## src/rtl/mmp_i2s_tx.sv

```systemverilog
// I2S transmitter: latches one mono sample per frame, applies mute and
// power-of-two attenuation, and sends it on both channels of a 64-slot frame.
module mmp_i2s_tx #(
    parameter int BCK_HALF = 4
) (
    input  logic               i_CLK,
    input  logic               i_RST_n,
    input  logic signed [15:0] i_DATA,
    input  logic        [3:0]  i_ATT,
    input  logic               i_MUTE,
    output logic               o_BCK,
    output logic               o_LRCK,
    output logic               o_SDATA,
    output logic               o_FRAME
);

    localparam int PW = $clog2(BCK_HALF);
    localparam logic [PW-1:0] PRE_LAST = PW'(BCK_HALF - 1);

    logic [PW-1:0]      presc;
    logic               bck_q;
    logic [5:0]         slot;
    logic signed [15:0] hold;
    logic               lrck_q;
    logic               sdata_q;
    logic               frame_q;

    logic               tick;
    logic [5:0]         slot_next;
    logic signed [15:0] sample;
    logic               slot_bit;

    // Slot data is chosen from the slot being entered, so the MSB lands one BCK after LRCK moves.
    always_comb begin
        tick      = (presc == PRE_LAST);
        slot_next = slot + 6'd1;
        sample    = i_MUTE ? 16'sd0 : (i_DATA >>> i_ATT);
        slot_bit  = 1'b0;
        if (slot_next >= 6'd1 && slot_next <= 6'd16) begin
            slot_bit = hold[4'(6'd16 - slot_next)];
        end else if (slot_next >= 6'd33 && slot_next <= 6'd48) begin
            slot_bit = hold[4'(6'd48 - slot_next)];
        end
    end

    always_ff @(posedge i_CLK or negedge i_RST_n) begin
        if (!i_RST_n) begin
            presc   <= '0;
            bck_q   <= 1'b0;
            slot    <= 6'd63;
            hold    <= '0;
            lrck_q  <= 1'b0;
            sdata_q <= 1'b0;
            frame_q <= 1'b0;
        end else begin
            frame_q <= 1'b0;
            if (tick) begin
                presc <= '0;
                bck_q <= ~bck_q;
                // Everything except BCK itself only moves on the falling toggle.
                if (bck_q) begin
                    slot    <= slot_next;
                    lrck_q  <= slot_next[5];
                    sdata_q <= slot_bit;
                    if (slot == 6'd63) begin
                        hold    <= sample;
                        frame_q <= 1'b1;
                    end
                end
            end else begin
                presc <= presc + PW'(1);
            end
        end
    end

    assign o_BCK   = bck_q;
    assign o_LRCK  = lrck_q;
    assign o_SDATA = sdata_q;
    assign o_FRAME = frame_q;

endmodule

```

## config.mk

```make
export PLATFORM = sky130hd
export DESIGN_NAME = mmp_i2s_tx
export DESIGN_NICKNAME = d
export VERILOG_FILES = /design/src/rtl/mmp_i2s_tx.sv
export SDC_FILE = /design/constraint.sdc
export NUM_CORES = 1
export LEC_CHECK = 0
export ABC_AREA = 1
export CORE_UTILIZATION = 35
export DETAILED_ROUTE_END_ITERATION = 16
export DONT_BUFFER_PORTS = 1
export GPL_ROUTABILITY_DRIVEN = 0
export PLACE_DENSITY = 0.54
export SETUP_SLACK_MARGIN = 0.02
export SLEW_MARGIN = 40
export SYNTH_ARGS = -nofsm -noshare
export SYNTH_HDL_FRONTEND = slang
export SYNTH_SLANG_ARGS = --single-unit
```

## constraint.sdc

```tcl
create_clock -name i_CLK -period 4.4 [get_ports i_CLK]
set_clock_uncertainty 0.1 [all_clocks]
set_input_delay 0.66 -clock i_CLK [delete_from_list [all_inputs] [get_ports i_CLK]]
set_output_delay 0.66 -clock i_CLK [all_outputs]
set_load 0.02 [all_outputs]
```

==> run summary <==
The flow ran to the end, and the final reports show no timing, DRC or antenna violations. The number of fillers in the final layout is 611. The routed length per instance came out at 11.6 um. The horizontal die dimension came out at between 70 and 80 um. The synthesized area per cell is ~6.3 um2. The upper clock frequency limit is between 400 and 500 MHz. The multiplexer share of the synthesized area came out at 0. Yosys mapped a number of flops with a built-in enable equal to 0. After clock tree synthesis, the clock-pin slew on the worst setup and hold paths is 0.10 ns. The worst hold path class is primary input to async pin. The total of flip-flops plus latches after synthesis is 28. By instance count, the cell type seen most on the critical path is sky130_fd_sc_hd__nand2_1.

The unique cell type count in the Yosys netlist came out at 22. The setup path with the least slack is of type flip-flop to flip-flop. The DRC violation count after routing is 0. The global route total overflow is 0. The post-route fraction of the period consumed by the critical path is 0.482.

Of the total synthesized cell area, the portion taken by AND, OR, NAND and NOR gates is 0.484. The final net count came out at 351. The total number of vias came out at between 1.5k and 2k. The post-synthesis adder-cell area fraction came out at 0.0180. The sum of negative setup slack is 0 ns.

Setup repair after global routing left no endpoint under its margin. By count the netlist is led by sky130_fd_sc_hd__nand2_1, sky130_fd_sc_hd__nand3_1, sky130_fd_sc_hd__dfrtp_1, sky130_fd_sc_hd__inv_1, sky130_fd_sc_hd__o21ai_0. The post-synthesis cell count is around 330. The kind of cell with the highest combined delay along the critical path is flip-flops. The total routing resource utilization after global routing came out at 0.165. The routed via count divided by cell count came out at ~5.0.

The worst setup slack before clock tree synthesis came out at between 2 and 2.5 ns. The antenna violation net count after detailed routing is 0. The standard-cell row count came out at 27.

Synthesis produced a netlist with a net count of 359. The register area share after synthesis is 0.339. The number of input and output port buffers inserted is 0. CTS placed an instance of sky130_fd_sc_hd__clkbuf_8 at the clock tree root. Summing all flip-flop and latch instances after layout gives roughly 710 um2. The share of Yosys cell area claimed by the top area cell type came out at 0.298. Relative to the synthesized area, the layout overhead comes to 3.83%. The buffer levels on the longest clock path is 2. The delay contributed by the slowest stage of the critical path came out at between 0.6 and 0.7 ns. The count of endpoints failing hold in the final timing report is 0. The number of global-route vias before repair is 1,882.

The cell total after placement came out at between 300 and 400. The area of the die is roughly 6300 um2. The antenna diode instance count is 0. The critical path startpoint category is a flip-flop. The number of antenna violations at the first check in global routing came to 0. The fraction of final layout cells sized beyond drive strength 1 came out at 0.0617. The Yosys step of the flow raised 0 warnings.

Summed over all instances, the cell type with the most area after synthesis is sky130_fd_sc_hd__nand2_1. TritonCTS built the clock tree. The first routing iteration left between 100 and 150 violations. The placeable core region is roughly 5600 um2.

The cell area after layout is around 2200 um2. The first global-routing pass estimated 8.25 mm of wire. The worst IR drop on VDD came out at 0.131 mV.

The cell with the largest stage delay on the worst path is sky130_fd_sc_hd__dfstp_2. By area the synthesized netlist is led by sky130_fd_sc_hd__nand2_1, sky130_fd_sc_hd__dfrtp_1, sky130_fd_sc_hd__nand3_1. The worst pin sits at a relative slew slack of 0.663.

After synthesis, the largest family of logic cells by area is simple AND/OR/NAND/NOR gates. The least setup slack across all paths after layout is 2.28 ns. The required time at the worst-slack endpoint is approximately 4.5 ns.

Counting I/O delays and the setup requirement, the final critical path takes around 2.1 ns. Summing all multi-input logic gate instances after layout gives about 1200 um2. The non-filler instance count after layout came out at 396. The placed wire-length estimate came out at 3.64 mm. The number of clock sinks seen by CTS came out at 28. The number of buffers created by CTS came out at 3. The total wire length after detailed routing came out at around 4.6 mm. Of the total synthesized cell area, the portion taken by XOR and XNOR cells is 0.00419. The most repeated cell in the gate-level netlist after synthesis is sky130_fd_sc_hd__nand2_1. The most used flip-flop cell after synthesis is sky130_fd_sc_hd__dfrtp_1. In this run the cell area of the synthesized design comes to 2090 um2. The static leakage came out at between 1 and 1.5 nW.

The CTS H-tree depth came out at 1. The worst setup path is captured at a flip-flop. The critical path goes through inv_2 -> ha_1 -> inv_1 -> nand2_1 -> nand2_1 -> nand2_1 -> nand2_1 -> nand2_1 -> nand2_1 -> inv_1 -> nand2_1 -> nand3_1 -> nand2_1. The synthesized-area fraction occupied by ao, oa, aoi and oai cells is 0.0676. Setup violations remaining at the end of the flow were counted as 0. The number of pins with negative max-slew slack in the final report came out at 0.

The number of resized instances in the post-cts repair step came out at 0. Power spread over the standard cell area amounts to 244 nW/um2. The max-cap check violation count is 0. In this run the cell area measured after placement is roughly 2100 um2. The pin count of the biggest net entering global routing is 23. The initial standard-cell utilization of the core is 0.371. The transition time of the tightest slew-check pin is between 0.5 and 0.6 ns. The endpoint arrival time on the critical path is approximately 2.2 ns. The highest net fanout along the worst path is 12. For this run, asynchronously set or reset flops after synthesis account for 1.00. The number of ports placed on the die boundary came out at 27. The worst-case hold slack is between 0.1 and 0.15 ns. The pre-antenna-repair detailed-routing pass consisted of 5 iterations. The die boundary height came out at 79.3 um.

The worst-skew pair later-pin latency is between 0.2 and 0.3 ns. The sum of buffers and inverters on the critical path came out at 3.
## timing repair
action,4_1_cts,5_1_grt
buffers inserted,0,0
hold buffers,1,0
hold endpoints to repair,22,0
## logic make-up (layout without fill, tap and decap cells)
| group | after synthesis | count (layout) |
|---|---|---|
| AND/OR/NAND/NOR | 238 | 238 |
| buffers and inverters | 40 | 31 |
| flip-flops | 28 | 28 |
| AO/OA/AOI/OAI | 23 | 23 |
| adder cells (fa/ha/maj) | 3 | 3 |
| XOR/XNOR | 1 | 1 |
## layer usage
| layer | share of wire | routed length [um] | vias up | global-route usage |
|---|---|---|---|---|
| met5 | 0 | 0 | - | 0 |
| met3 | 0.039 | 180 | 6 | 0.0322 |
| met1 | 0.52 | 2410 | 878 | 0.231 |
| met4 | 0.0087 | 40 | 0 | 0.0345 |
| met2 | 0.43 | 1970 | 32 | 0.261 |
| li1 | - | - | 1050 | - |
## registers in the layout (all words and copies together), names as in the netlist
signal and cells:
hold 16, o_BCK 1, o_FRAME 1, o_LRCK 1, o_SDATA 1, presc 2
slot 6
## final cells by class
cell class,instances,share of cell area
flip-flops and latches,28,0.326
multi-input cells,265,0.552
well taps,72,0.0415
clock buffers,3,0.0190
repair buffers,1,0.00231
inverters,26,0.0450
clock inverters,1,0.0138
## path summary, 6_finish.rpt
kind	slack, ns	cells past startpoint	to	startpoint
worst max-delay path	2.28	13	o_SDATA	slot[0]
worst max register to register	2.28	13	o_SDATA	slot[0]
min in group i_CLK	0.33	1	presc[0]	presc[0]
max in group asynchronous	3.62	1	hold[15]	i_RST_n
worst min register to register	0.33	1	presc[0]	presc[0]
worst min-delay path	0.11	0	slot[2]	i_RST_n
## stage by stage
stage                util  power (W)
floorplan               -   0.000320
global placement    0.371   0.000324
detailed placement  0.371   0.000323
CTS                 0.386   0.000534
global route        0.385   0.000555
finish              0.385   0.000530
## power by group
| part | leakage (nW) | internal (W) | switching, W |
|---|---|---|---|
| Sequential | 0.281 | 0.000258 | 0.000000340 |
| Combinational | 0.874 | 0.0000227 | 0.0000418 |
| Clock | 0.0357 | 0.000122 | 0.0000849 |
## cells in the final DEF, fill, tap and decap left out, drive strengths merged
| master | Yosys | final |
|---|---|---|
| nand2 | 167 | 167 |
| nand3 | 61 | 61 |
| inv | 26 | 26 |
| dfrtp | 22 | 22 |
| o21ai | 13 | 13 |
| nor2 | 7 | 7 |
| dfstp | 6 | 6 |
| o211ai | 5 | 5 |
| a21boi | 4 | 4 |
| ha | 3 | 3 |
| clkbuf | 5 | 3 |
| nand4 | 3 | 3 |
| xor2 | 1 | 1 |
| a22o | 1 | 1 |
| bufinv | 0 | 1 |
| buf | 9 | 1 |
(Power assumes the default switching activity.)
